`config.mk`:
```
export PLATFORM = sky130hd
export DESIGN_NAME = program_loader_flat
export DESIGN_NICKNAME = d
export VERILOG_FILES = /design/src/rtl/loader_pkg.sv /design/src/rtl/program_loader_if.sv /design/src/rtl/program_loader_word_assembler.sv /design/src/rtl/program_loader.sv /design/src/flat_wrapper.sv
export SDC_FILE = /design/constraint.sdc
export NUM_CORES = 1
export LEC_CHECK = 0
export BUFFER_PORTS_ARGS = -buffer_cell sky130_fd_sc_hd__buf_2
export CAP_MARGIN = 25
export CORE_MARGIN = 2
export CORE_UTILIZATION = 45
export DETAILED_ROUTE_END_ITERATION = 12
export GPL_ROUTABILITY_DRIVEN = 0
export PLACE_DENSITY = 0.63
export SYNTH_ARGS = -nofsm -noshare
export SYNTH_HDL_FRONTEND = slang
export SYNTH_HIERARCHICAL = 1
export SYNTH_SLANG_ARGS = --single-unit
```
`constraint.sdc`:
```
create_clock -name clk -period 2.4 [get_ports clk]
set_input_delay 0.12 -clock clk [delete_from_list [all_inputs] [get_ports clk]]
set_output_delay 0.12 -clock clk [all_outputs]
set_load 0.05 [all_outputs]
```
`src/rtl/loader_pkg.sv`:
```
// Shared FSM encoding, stream framing constants and length validation for the program loader.
// The CHECK state is only reachable when LOADER_CHECKSUM_EN is defined.
package loader_pkg;

    localparam int BYTES_PER_WORD = 4;
    localparam int LEN_BYTES      = 2;

    typedef logic [2:0] state_t;

    localparam state_t S_IDLE   = 3'd0;
    localparam state_t S_LEN_LO = 3'd1;
    localparam state_t S_LEN_HI = 3'd2;
    localparam state_t S_DATA   = 3'd3;
    localparam state_t S_WRITE  = 3'd4;
    localparam state_t S_DONE   = 3'd5;
    localparam state_t S_CHECK  = 3'd6;

    // A length is unusable if empty or larger than the addressable instruction memory.
    function automatic logic len_bad(input logic [15:0] n, input int addr_bits);
        return (n == 16'd0) || ({16'd0, n} > (32'd1 << addr_bits));
    endfunction

endpackage

```
`src/rtl/program_loader_if.sv`:
```
// Byte-stream receive port and instruction-memory write port of the program loader.
interface program_loader_if #(
    parameter int ADDR_BITS = 8
);
    logic [7:0]           rx_data;
    logic                 rx_valid;
    logic                 rx_ready;
    logic                 mem_we;
    logic [ADDR_BITS-1:0] mem_addr;
    logic [31:0]          mem_wdata;

    modport master (
        input  rx_data, rx_valid,
        output rx_ready, mem_we, mem_addr, mem_wdata
    );

    modport slave (
        output rx_data, rx_valid,
        input  rx_ready, mem_we, mem_addr, mem_wdata
    );
endinterface

```
`src/rtl/program_loader_word_assembler.sv`:
```
// Packs bytes little-endian into a 32-bit word; word_valid pulses one cycle after the last byte.
// Advances only on byte_vld, so gaps of any length leave the partial word untouched.
module word_assembler
    import loader_pkg::*;
(
    input  logic        clk,
    input  logic        reset_n,
    input  logic        clear,
    input  logic [7:0]  byte_dat,
    input  logic        byte_vld,
    output logic        last_byte,
    output logic [31:0] word,
    output logic        word_valid
);
    localparam int CNT_W = $clog2(BYTES_PER_WORD);

    logic [CNT_W-1:0] cnt;

    assign last_byte = (cnt == CNT_W'(BYTES_PER_WORD - 1));

    always_ff @(posedge clk) begin
        if (!reset_n || clear) begin
            cnt        <= '0;
            word       <= '0;
            word_valid <= 1'b0;
        end else begin
            word_valid <= 1'b0;
            if (byte_vld) begin
                // Shift in from the top so the first byte ends up in bits 7:0.
                word <= {byte_dat, word[31:8]};
                cnt  <= cnt + 1'b1;
                if (last_byte) begin
                    word_valid <= 1'b1;
                end
            end
        end
    end

endmodule

```
`src/rtl/program_loader.sv`:
```
// Loads a length-prefixed little-endian byte stream into instruction memory while holding the core.
// One write cycle per word with rx_ready low; LOADER_CHECKSUM_EN adds a trailing XOR check byte.
module program_loader
    import loader_pkg::*;
#(
    parameter int ADDR_BITS = 8
) (
    input  logic             clk,
    input  logic             reset_n,
    input  logic             start,
    program_loader_if.master bus,
    output logic             cpu_hold,
    output logic             done,
    output logic             error
);
    localparam int IDX_W = ADDR_BITS + 1;
    localparam int LEN_W = LEN_BYTES * 8;

    state_t           state;
    logic [LEN_W-1:0] len;
    logic [LEN_W-1:0] len_full;
    logic [IDX_W-1:0] idx;
    logic [IDX_W-1:0] idx_inc;
    logic             xfer;
    logic             data_vld;
    logic             session_start;
    logic             last_byte;
    logic             last_word;
    logic             word_valid;
    logic [31:0]      word;

    assign xfer          = bus.rx_valid && bus.rx_ready;
    assign data_vld      = xfer && (state == S_DATA);
    assign session_start = start && ((state == S_IDLE) || (state == S_DONE));
    assign len_full      = {bus.rx_data, len[7:0]};
    assign idx_inc       = idx + 1'b1;
    assign last_word     = (32'(idx_inc) == 32'(len));

    word_assembler u_asm (
        .clk        (clk),
        .reset_n    (reset_n),
        .clear      (session_start),
        .byte_dat   (bus.rx_data),
        .byte_vld   (data_vld),
        .last_byte  (last_byte),
        .word       (word),
        .word_valid (word_valid)
    );

`ifdef LOADER_CHECKSUM_EN
    logic [7:0] csum;

    always_ff @(posedge clk) begin
        if (!reset_n || session_start) begin
            csum <= '0;
        end else if (data_vld) begin
            csum <= csum ^ bus.rx_data;
        end
    end
`endif

    always_ff @(posedge clk) begin
        if (!reset_n) begin
            state <= S_IDLE;
            len   <= '0;
            idx   <= '0;
            done  <= 1'b0;
            error <= 1'b0;
        end else begin
            case (state)
                S_IDLE, S_DONE: begin
                    if (start) begin
                        state <= S_LEN_LO;
                        len   <= '0;
                        idx   <= '0;
                        done  <= 1'b0;
                        error <= 1'b0;
                    end
                end
                S_LEN_LO: begin
                    if (xfer) begin
                        len[7:0] <= bus.rx_data;
                        state    <= S_LEN_HI;
                    end
                end
                S_LEN_HI: begin
                    if (xfer) begin
                        len[15:8] <= bus.rx_data;
                        if (len_bad(len_full, ADDR_BITS)) begin
                            error <= 1'b1;
                            done  <= 1'b1;
                            state <= S_DONE;
                        end else begin
                            state <= S_DATA;
                        end
                    end
                end
                S_DATA: begin
                    if (data_vld && last_byte) begin
                        state <= S_WRITE;
                    end
                end
                S_WRITE: begin
                    idx <= idx_inc;
                    if (last_word) begin
`ifdef LOADER_CHECKSUM_EN
                        state <= S_CHECK;
`else
                        done  <= 1'b1;
                        state <= S_DONE;
`endif
                    end else begin
                        state <= S_DATA;
                    end
                end
`ifdef LOADER_CHECKSUM_EN
                S_CHECK: begin
                    if (xfer) begin
                        done  <= 1'b1;
                        error <= (bus.rx_data != csum);
                        state <= S_DONE;
                    end
                end
`endif
                default: state <= S_IDLE;
            endcase
        end
    end

    always_comb begin
        bus.rx_ready = 1'b0;
        case (state)
            S_LEN_LO, S_LEN_HI, S_DATA: bus.rx_ready = 1'b1;
`ifdef LOADER_CHECKSUM_EN
            S_CHECK:                    bus.rx_ready = 1'b1;
`endif
            default:                    bus.rx_ready = 1'b0;
        endcase
    end

    assign cpu_hold      = (state != S_IDLE) && (state != S_DONE);
    assign bus.mem_we    = (state == S_WRITE) && word_valid;
    assign bus.mem_addr  = idx[ADDR_BITS-1:0];
    assign bus.mem_wdata = word;

endmodule
```
`src/flat_wrapper.sv`:
```
// flat-port wrapper written by rule: the top's interface ports become plain ports
module program_loader_flat import loader_pkg::*;
#(
    parameter int ADDR_BITS = 8
)
  (clk, reset_n, start, cpu_hold, done, error, bus_rx_data, bus_rx_valid, bus_rx_ready, bus_mem_we, bus_mem_addr, bus_mem_wdata);
  program_loader_if #(.ADDR_BITS(ADDR_BITS)) bus_i ();
  input  logic clk;
  input  logic reset_n;
  input  logic start;
  output logic cpu_hold;
  output logic done;
  output logic error;
  input wire logic [$bits(bus_i.rx_data)-1:0] bus_rx_data;
  input wire logic [$bits(bus_i.rx_valid)-1:0] bus_rx_valid;
  output wire logic [$bits(bus_i.rx_ready)-1:0] bus_rx_ready;
  output wire logic [$bits(bus_i.mem_we)-1:0] bus_mem_we;
  output wire logic [$bits(bus_i.mem_addr)-1:0] bus_mem_addr;
  output wire logic [$bits(bus_i.mem_wdata)-1:0] bus_mem_wdata;
  assign bus_i.rx_data = bus_rx_data;
  assign bus_i.rx_valid = bus_rx_valid;
  assign bus_rx_ready = bus_i.rx_ready;
  assign bus_mem_we = bus_i.mem_we;
  assign bus_mem_addr = bus_i.mem_addr;
  assign bus_mem_wdata = bus_i.mem_wdata;
  program_loader #(.ADDR_BITS(ADDR_BITS)) u_core (.clk(clk), .reset_n(reset_n), .start(start), .bus(bus_i), .cpu_hold(cpu_hold), .done(done), .error(error));
endmodule
```
==> results of run 1 <==
-- layer usage --
layer	wire length, µm	global-route usage (%)
met4	76	6.061
met1	3415	25.87
met3	419	5.877
met5	0	0
met2	3319	28.70
-- Yosys cell counts (all sizes together) (3+ instances only) --
library cell	instances
a21boi	5
a21oi	9
a22oi	8
and3	4
and4	3
buf	23
clkbuf	7
dfxtp	65
inv	6
mux2i	42
nand2	18
nand2b	4
nand3	7
nand4	3
nor2	55
nor2b	12
nor3	8
nor4	7
o21a	4
o21ai	12
o31ai	3
xnor2	5
xor2	6
-- cell families after synthesis --
logic type                 Yosys count  synth area share [%]
AOI/OAI and AO/OA                   59                 12.74
muxes                               42                 12.97
xor gates and xnor gates            12                 3.822
and+or+nand+nor                    134                 21.51
DFF                                 65                 40.15
adders and majority gates            2                0.7721
buffers and inverters               36                 8.031
-- flip-flops by register name (all words and copies together), names as in the netlist --
name,cells
u_core/state,3
u_core/u_asm/word_valid,1
u_core/u_asm/word,32
u_core/error,1
u_core/idx,9
u_core/done,1
u_core/u_asm/cnt,2
u_core/len,16
-- area by class of cell --
| type | instances | area [µm²] |
|---|---|---|
| Fill cell | 662 | 3169 |
| Multi-Input combinational cell | 249 | 1687 |
| Sequential cell | 65 | 1301 |
| Timing Repair Buffer | 66 | 367.9 |
| Clock buffer | 9 | 123.9 |
| Tap cell | 96 | 120.1 |
| Clock inverter | 7 | 77.57 |
| Inverter | 6 | 22.52 |
-- worst register-to-register path, cell delays in order, from the launching register on --
cell,delay [ns]
sky130_fd_sc_hd__dfxtp_1,0.42
sky130_fd_sc_hd__ha_1,0.19
sky130_fd_sc_hd__buf_4,0.16
sky130_fd_sc_hd__nor3b_1,0.19
sky130_fd_sc_hd__o21a_1,0.15
sky130_fd_sc_hd__o31ai_1,0.07
sky130_fd_sc_hd__or4b_4,0.55
sky130_fd_sc_hd__o211a_1,0.24
-- report_power, final --
group          switching (mW)  internal [mW]
registers              0.0188           1.10
clock network           0.464          0.488
logic                   0.214          0.118
-- through the flow --
step / area, µm² / hold slack [ns] / setup WS (ns) / total power [mW]
2_1_floorplan: 3241 / 0.2672 / 0.3928 / 1.395
3_3_place_gp: 3478 / 0.4346 / 0.3887 / 1.473
3_5_place_dp: 3498 / 0.4406 / 0.3196 / 1.476
4_1_cts: 3700 / 0.06739 / 0.3087 / 2.433
5_1_grt: 3700 / 0.08125 / 0.1521 / 2.514
6_report: 3700 / 0.07997 / 0.3267 / 2.405
-- final timing paths --
path              depth (start not counted)                            endpoint                               from  slack, ns
setup / recovery                          7        u_core/state[1]$_SDFFE_PN0P_         u_core/idx[1]$_SDFFE_PN0P_       0.33
hold / removal                            3  u_core/u_asm/word[31]$_SDFFE_PP0P_                     bus_rx_data[7]       0.08
setup reg to reg                          7        u_core/state[1]$_SDFFE_PN0P_         u_core/idx[1]$_SDFFE_PN0P_       0.33
hold reg to reg                           2   u_core/u_asm/word[2]$_SDFFE_PP0P_  u_core/u_asm/word[2]$_SDFFE_PP0P_       0.50
==> run summary, run 1 <==
The pin count of the biggest net entering global routing is 36. The post-layout instance count excluding filler cells was 498; the final cycle utilization of the critical path was 86.39%. The final route contains 2,675 vias. For the worst setup path, the data arrival time is 2.31 ns. The number of failing setup endpoints in the final timing report is 0, and the leakage power summed over all cells is 1.474 nW. 0 antenna diodes ended up in the layout. The dominant delay contributor by cell family on the critical path was simple AND/OR/NAND/NOR gates. The logs give 364 for the post-synth net total and 64 for the count of cell types in the netlist.

Counting every instance in the synthesized netlist gives 350. The number of buffers added by the clock tree synthesis step was 9; the average size of a mapped cell was 9.259 µm². Transition time of the tightest slew-check pin: 0.5714 ns. For this run, the post-layout net count is 411.

The tools report the clock root buffer as sky130_fd_sc_hd__clkbuf_8. For this block, the routed nets add up to 7229 µm of wire. Count of boundary I/O pins: 57. Post-CTS repair changed the size of 0 cells.

The signal on the critical path passes through ha_1 > buf_4 > nor3b_1 > o21a_1 > o31ai_1 > or4b_4 > o211a_1. In this run the worst path has a maximum fanout of 10. In this run, synthesis inferred 0 flip-flops with an integrated enable. The logs give 0 ns for the accumulated negative setup slack and 0 for the hold violation count in the final report. The largest area contributor in the netlist was sky130_fd_sc_hd__dfxtp_1. Synthesis inferred 65 register bits. Before antenna repair, the detailed router went through 4 iterations. The number of buffers added for setup after CTS was 0; the buffering stage count on the worst path with inverters included was 1.

After detailed placement, the design holds a cell count of 482. Worst path required time: 2.64 ns. The path class of the lowest-slack min-delay path was primary input to flop. The number of global-route vias before repair was 2,298; the power per cell area was 650.0 mW/mm².

The mapped cell area is 0.003241 mm². The tools report the final number of max-transition violations as 0. The floorplan step set the die height to 88.86 µm. Measured on the finished design, the core utilization comes to 53.86%. The die covers 0.007896 mm². The tools report the Yosys warning count as 6.

The core region is 0.006869 mm². The flow ran to the end, and the final reports show no timing, DRC or antenna violations. The share of cells above drive strength 1 works out to 23.63%. For this run, design rule violations remaining after detail routing come to 0. The critical path class is flop to flop. TritonCTS built the clock tree. CTS saw 65 sinks.

The via density per instance works out to 5.371. The worst-case IR drop observed on VDD is 421.8 µV. For the initial antenna violation count, the log shows 0.

In the layout the commonest cells are sky130_fd_sc_hd__dfxtp_1 (65), sky130_fd_sc_hd__buf_2 (56), sky130_fd_sc_hd__nor2_1 (53). STA classifies the critical path startpoint as a flop. In this design, the stage delay of the slowest critical-path cell is 0.55 ns. After synthesis, the cell types taking the most area are sky130_fd_sc_hd__dfxtp_1 (40%), sky130_fd_sc_hd__mux2i_1 (13%), sky130_fd_sc_hd__nor2_1 (6.3%), sky130_fd_sc_hd__buf_4 (2.5%), sky130_fd_sc_hd__nor2b_1 (2.3%). For this design, the CTS-stage hold fixing added 0 buffers. In this run the tightest slew margin relative to its limit is 61.77%. For the sum of overflow across all layers after global routing, the log shows 0. The worst setup path is captured at a flop. The commonest non-fill, non-tap cell in the layout is sky130_fd_sc_hd__dfxtp_1. The minimum clock period was 2.073 ns; the register clock-pin slew on the reported worst setup and hold paths was 0.08 ns.

The setup skew after layout was 0.01023 ns; the maximum buffer depth of the clock tree was 2. The fraction of synthesis flops using an asynchronous set or reset pin is 0%, and the effective utilization at floorplan is 47.18%. The count of H-tree levels built during CTS was 3; the synthesis-to-layout area growth was 14.17%. Sequential share of the synthesized area: 40.15%. Setup repair after global routing left no endpoint under its margin.

The most used flip-flop cell after synthesis is sky130_fd_sc_hd__dfxtp_1. After the first detailed-routing iteration, the DRC count stood at 140. The first-pass GRT wire length is 11,430 µm, and the area share of the leading cell type in the synthesized netlist is 40.15%. The run gives 0 as the max-capacitance violation count. Global routing used 18.98% of the available tracks across all layers. The maximum clock frequency was 482.3 MHz.

The number of buffers inserted by port buffering was 56; the width of the chip was 88.86 µm. Slowest cell on the critical path: sky130_fd_sc_hd__or4b_4. The detail-routed net length per standard cell is 14.52 µm. The tools report the clock latency of the later-clocked register in the worst-skew pair as 0.35 ns.

The logs give 0 for the post-route antenna net violation count and 5078 µm for the half-perimeter wire length after detailed placement. Row generation in the floorplan step produced 30 rows.
No activity file was read; power rests on OpenSTA's default activity.
==> inputs of run 2 (changes only) <==
--- a/config.mk
+++ b/config.mk
@@ -12,7 +12,7 @@
 export DETAILED_ROUTE_END_ITERATION = 12
 export GPL_ROUTABILITY_DRIVEN = 0
-export PLACE_DENSITY = 0.63
+export HOLD_SLACK_MARGIN = 0.08
+export PLACE_DENSITY = 0.64
 export SYNTH_ARGS = -nofsm -noshare
 export SYNTH_HDL_FRONTEND = slang
-export SYNTH_HIERARCHICAL = 1
 export SYNTH_SLANG_ARGS = --single-unit
==> constraint.sdc (replaced) <==
create_clock -name clk -period 2.4 [get_ports clk]
set_input_delay 0.48 -clock clk [delete_from_list [all_inputs] [get_ports clk]]
set_output_delay 0.48 -clock clk [all_outputs]
set_load 0.05 [all_outputs]
==> run summary, run 2 <==
The minimum clock period came out at 2.170 ns (was 2.073 ns). The count of cell types in the netlist came out at 55 (was 64). The mux cell area share after synthesis is 0.3571% (was 12.97%), and the max-capacitance violation count is 0 (unchanged).

Number of enable-type register cells in the synthesized netlist: 0 (unchanged). The pre-CTS setup slack came out at 0.2838 ns (was 0.3196 ns). For the accumulated negative setup slack, the log shows 0 ns (unchanged). The kind of end point of the critical path was an output port (was a flop). The final cycle utilization of the critical path was 90.40% (was 86.39%); the synthesized flop and latch total was 65 (unchanged). The sequential share of the synthesized area came out at 41.27% (was 40.15%). The arrival time of data at the critical path endpoint was 1.69 ns (was 2.31 ns). For the number of standard-cell rows in the floorplan, the log shows 30 (unchanged). The clock root buffer is sky130_fd_sc_hd__clkbuf_8 (unchanged). The number of nets in the final layout is 446 (was 411). The primary flip-flop cell chosen by synthesis mapping was sky130_fd_sc_hd__dfxtp_1 (unchanged). The pin count of the biggest net entering global routing was 36 (unchanged). The run gives 2 (unchanged) as the maximum buffer depth of the clock tree. The half-perimeter wire length after detailed placement came out at 5002 µm (was 5078 µm).

The commonest non-fill, non-tap cell in the layout was sky130_fd_sc_hd__nand2_1 (was sky130_fd_sc_hd__dfxtp_1). The startpoint of the worst hold path is bus_rx_data[7] (unchanged). The number of cells produced by synthesis was 392 (was 350); the total number of clock tree sinks was 65 (unchanged).

The total die area was 0.007692 mm² (was 0.007896 mm²); the number of buffers added by the clock tree synthesis step was 9 (unchanged). The adder and majority gate portion of the synthesized area came out at 0.7937% (was 0.7722%). The top fanout value on the critical path was 19 (was 10). Top cells by instance count after synthesis: sky130_fd_sc_hd__nand2_1 (85), sky130_fd_sc_hd__dfxtp_1 (65), sky130_fd_sc_hd__a21oi_1 (44), sky130_fd_sc_hd__o21ai_0 (20), sky130_fd_sc_hd__nor2b_1 (18) (was sky130_fd_sc_hd__dfxtp_1 (65), sky130_fd_sc_hd__nor2_1 (54), sky130_fd_sc_hd__mux2i_1 (42), sky130_fd_sc_hd__nand2_1 (17), sky130_fd_sc_hd__nor2b_1 (12)). Largest area contributor in the netlist: sky130_fd_sc_hd__dfxtp_1 (unchanged). The tools report the number of DRC markers after the initial detailed-route iteration as 193 (was 140). Path class of the lowest-slack min-delay path: primary input to flop (unchanged). The tools report the post-synth net total as 406 (was 364). Top flop regs: u_core.u_asm.word (32), u_core.len (16), u_core.idx (9) (was u_core/u_asm/word (32), u_core/len (16), u_core/idx (9)).

The post-CTS resize count is 0 (unchanged), and the total power is 2.471 mW (was 2.405 mW). The share of cells above drive strength 1 is 22.65% (was 23.63%), and the xor-xnor portion of the synthesized cell area is 3.532% (was 3.822%). Most frequent cells in the layout: sky130_fd_sc_hd__nand2_1 (85), sky130_fd_sc_hd__dfxtp_1 (65), sky130_fd_sc_hd__buf_2 (56) (was sky130_fd_sc_hd__dfxtp_1 (65), sky130_fd_sc_hd__buf_2 (56), sky130_fd_sc_hd__nor2_1 (53)). Cell types occupying the most area after synthesis: sky130_fd_sc_hd__dfxtp_1 (41%), sky130_fd_sc_hd__nand2_1 (10%), sky130_fd_sc_hd__a21oi_1 (7.0%), sky130_fd_sc_hd__nor2b_1 (3.6%), sky130_fd_sc_hd__o21ai_0 (3.2%) (was sky130_fd_sc_hd__dfxtp_1 (40%), sky130_fd_sc_hd__mux2i_1 (13%), sky130_fd_sc_hd__nor2_1 (6.3%), sky130_fd_sc_hd__buf_4 (2.5%), sky130_fd_sc_hd__nor2b_1 (2.3%)). The height of the die is 87.71 µm (was 88.86 µm).

The transition time of the tightest slew-check pin came out at 0.6465 ns (was 0.5714 ns). The post-placement cell area is 0.003436 mm² (was 0.003498 mm²). The placed instance count was 517 (was 482); the all-layer global routing usage was 18.73% (was 18.98%). The post-layout instance count excluding filler cells is 533 (was 498), and the number of buffers added for setup after CTS is 0 (unchanged). The hold violation count in the final report came out at 0 (unchanged).

The tools report the first-pass iteration count of the detailed router as 4 (unchanged). The average size of a mapped cell was 8.043 µm² (was 9.259 µm²). For the effective utilization at floorplan, the log shows 46.41% (was 47.18%). For the post-route antenna net violation count, the log shows 0 (unchanged). The logs give 460.9 MHz (was 482.3 MHz) for the maximum clock frequency and 0.003153 mm² (was 0.003241 mm²) for the mapped cell area. The via density per instance was 5.300 (was 5.371); the number of remaining DRC errors was 0 (unchanged). The number of buffers inserted by port buffering was 56 (unchanged); the hold slack was 0.4141 ns (was 0.07997 ns). The run gives 7048 µm (was 7229 µm) as the total detailed-routing wirelength. The tools report the area of all placed cells without fillers as 0.003664 mm² (was 0.003700 mm²). Critical path class: flop to output port (was flop to flop). The initial antenna violation count came out at 0 (unchanged). The setup skew after layout is 0.007262 ns (was 0.01023 ns). Number of global-route vias before repair: 2,364 (was 2,298). The detail-routed net length per standard cell is 13.22 µm (was 14.52 µm). TritonCTS built the clock tree. The tools report the worst setup path startpoint as u_core.state[0]$_SDFFE_PN0P_ (was u_core/idx[1]$_SDFFE_PN0P_). The tools report the hold-fix buffer count after cts as 0 (unchanged). Synthesis-to-layout area growth: 16.19% (was 14.17%). The run gives 0 (unchanged) as the number of failing setup endpoints in the final timing report. The register with the highest flop count was u_core.u_asm.word (was u_core/u_asm/word). The count of H-tree levels built during CTS is 3 (unchanged), and the Yosys warning count is 0 (was 6). The leakage power summed over all cells was 1.390 nW (was 1.474 nW). The sum of overflow across all layers after global routing was 0 (unchanged). The startpoint kind of the worst setup timing path is a flop (unchanged). Peak ir drop on the vdd network: 327.6 µV (was 421.8 µV). The dominant combinational cell family by area after synthesis was simple AND/OR/NAND/NOR gates (unchanged). The run gives 56.84% (was 61.77%) as the worst max-slew margin expressed relative to the limit. The run finished with clean final reports. The final number of max-transition violations is 0 (unchanged), and the count of boundary I/O pins is 57 (unchanged).

The first-pass GRT wire length is 11,370 µm (was 11,430 µm), and the area fraction in compound gates after synthesis is 20.28% (was 12.74%). Most common cell in the netlist: sky130_fd_sc_hd__nand2_1 (was sky130_fd_sc_hd__dfxtp_1). The simple-gate portion of the synthesized area is 27.90% (was 21.51%).

Number of diodes added for antenna fixing: 0 (unchanged). The width of the chip was 87.71 µm (was 88.86 µm). The final critical-path setup slack is 0.2303 ns (was 0.3267 ns). The clock latency of the later-clocked register in the worst-skew pair is 0.34 ns (was 0.35 ns), and the fraction of synthesis flops using an asynchronous set or reset pin is 0% (unchanged). Register clock-pin slew on the reported worst setup and hold paths: 0.08 ns (about the same). Worst path required time: 1.92 ns (was 2.64 ns).

The critical register-to-register path startpoint is u_core.idx[0]$_SDFFE_PN0P_ (was u_core/idx[1]$_SDFFE_PN0P_). Flip-flop count of the largest register, all copies and words added: 32 (unchanged). The count of vias placed by the detailed router came out at 2,825 (was 2,675). The core area was 0.006794 mm² (was 0.006869 mm²).

The area share of the leading cell type in the synthesized netlist was 41.27% (was 40.15%). Power per cell area: 674.5 mW/mm² (was 650.0 mW/mm²). Setup repair after global routing left no endpoint under its margin. The final core utilization is 53.92% (was 53.86%).
[run 2: cell count changes in the layout (fill, tap and decap cells not counted), moves of 3 or more]
| cell | delta |
|---|---|
| sky130_fd_sc_hd__a21oi_2 | +5 |
| sky130_fd_sc_hd__a21boi_1 | +5 |
| sky130_fd_sc_hd__mux2i_1 | -42 |
| sky130_fd_sc_hd__o21ai_0 | +9 |
| sky130_fd_sc_hd__o21a_1 | -3 |
| sky130_fd_sc_hd__nor2b_1 | +6 |
| sky130_fd_sc_hd__nand3_1 | +9 |
| sky130_fd_sc_hd__nor2_1 | -41 |
| sky130_fd_sc_hd__nand2_1 | +68 |
| sky130_fd_sc_hd__a21oi_1 | +35 |
| sky130_fd_sc_hd__nand4b_1 | +3 |
| sky130_fd_sc_hd__nor3_1 | -3 |
[run 2: logic make-up after synthesis]
group,Yosys count
AOI/OAI and AO/OA,104
xor gates and xnor gates,11
adders and majority gates,2
buffers and inverters,38
DFF,65
muxes,1
and+or+nand+nor,171
[run 2: power by group]
| group | switching (mW) | internal, mW | total, mW |
|---|---|---|---|
| Combinational | 0.184 | 0.103 | 0.288 |
| Clock | 0.437 | 0.616 | 1.05 |
| Sequential | 0.0347 | 1.10 | 1.13 |
| Total | 0.656 | 1.81 | 2.47 |
[run 2: worst max-delay path, cell delays in order (launching register included)]
cell	delay, ns
sky130_fd_sc_hd__dfxtp_1	0.74
sky130_fd_sc_hd__or2_2	0.22
sky130_fd_sc_hd__a21oi_1	0.07
sky130_fd_sc_hd__inv_1	0.07
sky130_fd_sc_hd__buf_2	0.25
[run 2: cell type report]
class,count,area (µm²)
Fill cell,669,3131
Multi-Input combinational cell,289,1667
Sequential cell,65,1301
Timing Repair Buffer,63,332.8
Clock buffer,10,137.6
Tap cell,96,120.1
Clock inverter,6,90.09
Inverter,4,15.01
[run 2: routing by layer]
layer  wire length, µm  vias to the layer above  GRT usage [%]
met5                 0                        -              0
met4               135                        0          8.392
met3               310                       15          3.582
met2              3155                       73          27.69
met1              3448                     1304          26.47
li1                  -                     1433              -
[run 2: path summary, 6_finish.rpt]
kind	end	slack, ns	depth (start not counted)
setup / recovery	cpu_hold	0.23	4
hold / removal	u_core.u_asm.word[31]$_SDFFE_PP0P_	0.41	3
setup reg to reg	u_core.state[2]$_SDFFE_PN0P_	0.27	7
hold reg to reg	u_core.u_asm.word[5]$_SDFFE_PP0P_	0.45	2
==> inputs of run 3 (changes only) <==
==> constraint.sdc (replaced) <==
create_clock -name clk -period 2.4 [get_ports clk]
set_input_delay 0.72 -clock clk [delete_from_list [all_inputs] [get_ports clk]]
set_output_delay 0.72 -clock clk [all_outputs]
set_load 0.05 [all_outputs]
==> run summary, run 3 (synthesis results as in run 2) <==
The number of buffers added for setup after CTS is 0 (unchanged). The sum of overflow across all layers after global routing was 0 (unchanged). The run gives 65 (unchanged) as the total number of clock tree sinks. The total detailed-routing wirelength was 7509 µm (was 7048 µm); the accumulated negative setup slack was 0 ns (unchanged). The minimum clock period is 2.274 ns (was 2.170 ns), and the share of cells above drive strength 1 is 23.34% (was 22.65%). The area of combinational cells with multiple inputs was 0.001669 mm² (was 0.001667 mm²). For the hold slack, the log shows 0.4513 ns (was 0.4141 ns).

The number of nets in the final layout came out at 446 (unchanged). The pre-CTS setup slack was 0.1621 ns (was 0.2838 ns). The kind of end point of the critical path was an output port (unchanged).

Setup repair after global routing left no endpoint under its margin. The number of buffers added by the clock tree synthesis step is 9 (unchanged). The startpoint kind of the worst setup timing path was a flop (unchanged). The final number of max-transition violations is 0 (unchanged).

The core area was 0.006794 mm² (unchanged). The tools report the critical path capture point as cpu_hold (unchanged). The power per cell area works out to 648.0 mW/mm² (was 674.5 mW/mm²). The detail-routed net length per standard cell was 14.09 µm (was 13.22 µm). Final cycle utilization of the critical path: 94.77% (was 90.40%). The end of the worst register-to-register path was u_core.done$_SDFFE_PN0P_ (was u_core.state[2]$_SDFFE_PN0P_). Setup slack of the most critical reg-to-reg path: 0.31 ns (was 0.27 ns). The register clock-pin slew on the reported worst setup and hold paths is 0.08 ns (about the same). The tools report the post-route antenna net violation count as 0 (unchanged).

The tools report the worst path required time as 1.68 ns (was 1.92 ns). The run finished with clean final reports. The worst setup path startpoint is u_core.state[0]$_SDFFE_PN0P_ (unchanged).

Path class of the lowest-slack min-delay path: flop to flop (was primary input to flop). For the first-pass iteration count of the detailed router, the log shows 4 (unchanged). The via density per instance was 5.398 (was 5.300). The flip-flop count of the largest register, all copies and words added was 32 (unchanged). The run gives 0.001304 mm² (was 0.001301 mm²) as the total area of sequential cells. The synthesis-to-layout area growth was 15.95% (was 16.19%).

The maximum buffer depth of the clock tree is 2 (unchanged). The critical register-to-register path startpoint is u_core.idx[0]$_SDFFE_PN0P_ (unchanged). The width of the chip works out to 87.71 µm (unchanged).

The pin count of the biggest net entering global routing is 36 (unchanged). The all-layer global routing usage was 20.28% (was 18.73%). The tools report the clock root buffer as sky130_fd_sc_hd__clkbuf_8 (unchanged). The worst max-slew margin expressed relative to the limit came out at 59.30% (was 56.84%). The height of the die was 87.71 µm (unchanged). The number of filler instances in the final layout was 675 (was 669); the half-perimeter wire length after detailed placement was 5093 µm (was 5002 µm). The run gives 2,579 (was 2,364) as the number of global-route vias before repair.

Register with the highest flop count: u_core.u_asm.word (unchanged). Top flop regs: u_core.u_asm.word (32), u_core.len (16), u_core.idx (9) (unchanged). The commonest non-fill, non-tap cell in the layout was sky130_fd_sc_hd__nand2_1 (unchanged).

Leakage power summed over all cells: 1.370 nW (was 1.390 nW). The number of buffers inserted by port buffering is 56 (unchanged). The number of DRC markers after the initial detailed-route iteration is 165 (was 193), and the total die area is 0.007692 mm² (unchanged).

The cell count of the worst reg-to-reg path is 7 (unchanged). Most frequent cells in the layout: sky130_fd_sc_hd__nand2_1 (85), sky130_fd_sc_hd__dfxtp_1 (63), sky130_fd_sc_hd__buf_2 (56) (was sky130_fd_sc_hd__nand2_1 (85), sky130_fd_sc_hd__dfxtp_1 (65), sky130_fd_sc_hd__buf_2 (56)). The transition time of the tightest slew-check pin is 0.6078 ns (was 0.6465 ns), and the hold violation count in the final report is 0 (unchanged).

The tools report the effective utilization at floorplan as 46.41% (unchanged). The number of failing setup endpoints in the final timing report was 0 (unchanged). The maximum clock frequency came out at 439.7 MHz (was 460.9 MHz). The number of diodes added for antenna fixing is 0 (unchanged), and the max-capacitance violation count is 0 (unchanged).

For the first-pass GRT wire length, the log shows 12,270 µm (was 11,370 µm). For the number of remaining DRC errors, the log shows 0 (unchanged). The post-CTS resize count was 1 (was 0). The tools report the hold-fix buffer count after cts as 0 (unchanged). The clock latency of the later-clocked register in the worst-skew pair was 0.35 ns (was 0.34 ns); the total power was 2.369 mW (was 2.471 mW). The initial antenna violation count was 0 (unchanged). The tools report the count of boundary I/O pins as 57 (unchanged). The number of standard-cell rows in the floorplan is 30 (unchanged), and the top fanout value on the critical path is 19 (unchanged). The peak ir drop on the vdd network is 268.0 µV (was 327.6 µV), and the count of vias placed by the detailed router is 2,877 (was 2,825). TritonCTS built the clock tree. The count of H-tree levels built during CTS was 3 (unchanged); the setup skew after layout was 0.009200 ns (was 0.007262 ns). The final critical-path setup slack came out at 0.1256 ns (was 0.2303 ns). The arrival time of data at the critical path endpoint came out at 1.55 ns (was 1.69 ns). The critical path class was flop to output port (unchanged).
run 3: cell types whose count changed in the layout (fill, tap and decap cells not counted):
cell,previous run,this run
sky130_fd_sc_hd__clkinvlp_4,1,3
sky130_fd_sc_hd__dfxtp_1,65,63
sky130_fd_sc_hd__dfxtp_2,0,2
sky130_fd_sc_hd__buf_12,0,1
sky130_fd_sc_hd__buf_4,7,6
sky130_fd_sc_hd__bufinv_16,2,1
sky130_fd_sc_hd__clkbuf_8,10,9
sky130_fd_sc_hd__clkinv_2,1,0
sky130_fd_sc_hd__clkinv_4,1,2
sky130_fd_sc_hd__ha_1,2,1
sky130_fd_sc_hd__ha_2,0,1
run 3: critical path: stages (launching register included):
cell	delay [ns]
sky130_fd_sc_hd__dfxtp_2	0.43
sky130_fd_sc_hd__or2_2	0.33
sky130_fd_sc_hd__a21oi_1	0.18
sky130_fd_sc_hd__inv_1	0.05
sky130_fd_sc_hd__buf_2	0.20
run 3: final cells by class:
| class | count | area share, % |
|---|---|---|
| Inverter | 4 | 0.4107 |
| Multi-Input combinational cell | 289 | 45.65 |
| Sequential cell | 65 | 35.66 |
| Tap cell | 96 | 3.285 |
| Clock inverter | 7 | 2.156 |
| Clock buffer | 9 | 3.388 |
| Timing Repair Buffer | 63 | 9.446 |
run 3: per-layer routing:
layer	track usage (%)	wire [µm]	up-vias
li1	-	-	1432
met1	28.47	3567	1333
met2	30.23	3331	97
met3	4.147	461	15
met4	8.671	148	0
met5	0	0	-
run 3: worst min path at each step:
stage | to | slack [ns] | start | cells past startpoint
2_1_floorplan | u_core.u_asm.cnt[1]$_SDFFE_PP0P_ | 0.44 | u_core.u_asm.cnt[1]$_SDFFE_PP0P_ | 2
3_3_place_gp | u_core.u_asm.word[5]$_SDFFE_PP0P_ | 0.44 | u_core.u_asm.word[5]$_SDFFE_PP0P_ | 2
3_5_place_dp | u_core.u_asm.word[6]$_SDFFE_PP0P_ | 0.45 | u_core.u_asm.word[6]$_SDFFE_PP0P_ | 2
4_1_cts | u_core.u_asm.word[2]$_SDFFE_PP0P_ | 0.46 | u_core.u_asm.word[2]$_SDFFE_PP0P_ | 2
5_1_grt | u_core.u_asm.word[4]$_SDFFE_PP0P_ | 0.48 | u_core.u_asm.word[4]$_SDFFE_PP0P_ | 2
6_report | u_core.u_asm.word[2]$_SDFFE_PP0P_ | 0.45 | u_core.u_asm.word[2]$_SDFFE_PP0P_ | 2
run 3: report_power, final:
group / switching [mW] / internal, mW
Sequential: 0.0329 / 1.10
Clock: 0.460 / 0.486
Combinational: 0.191 / 0.103
Total: 0.685 / 1.68
run 3: metrics by stage:
step | cells | util, % | area (µm²)
after floorplan | 392 | - | 3153
after global placement | 517 | 50.76 | 3448
after detailed placement | 517 | 50.76 | 3448
after CTS | 533 | 53.76 | 3652
after global routing | 533 | 53.81 | 3656
final | 533 | 53.81 | 3656
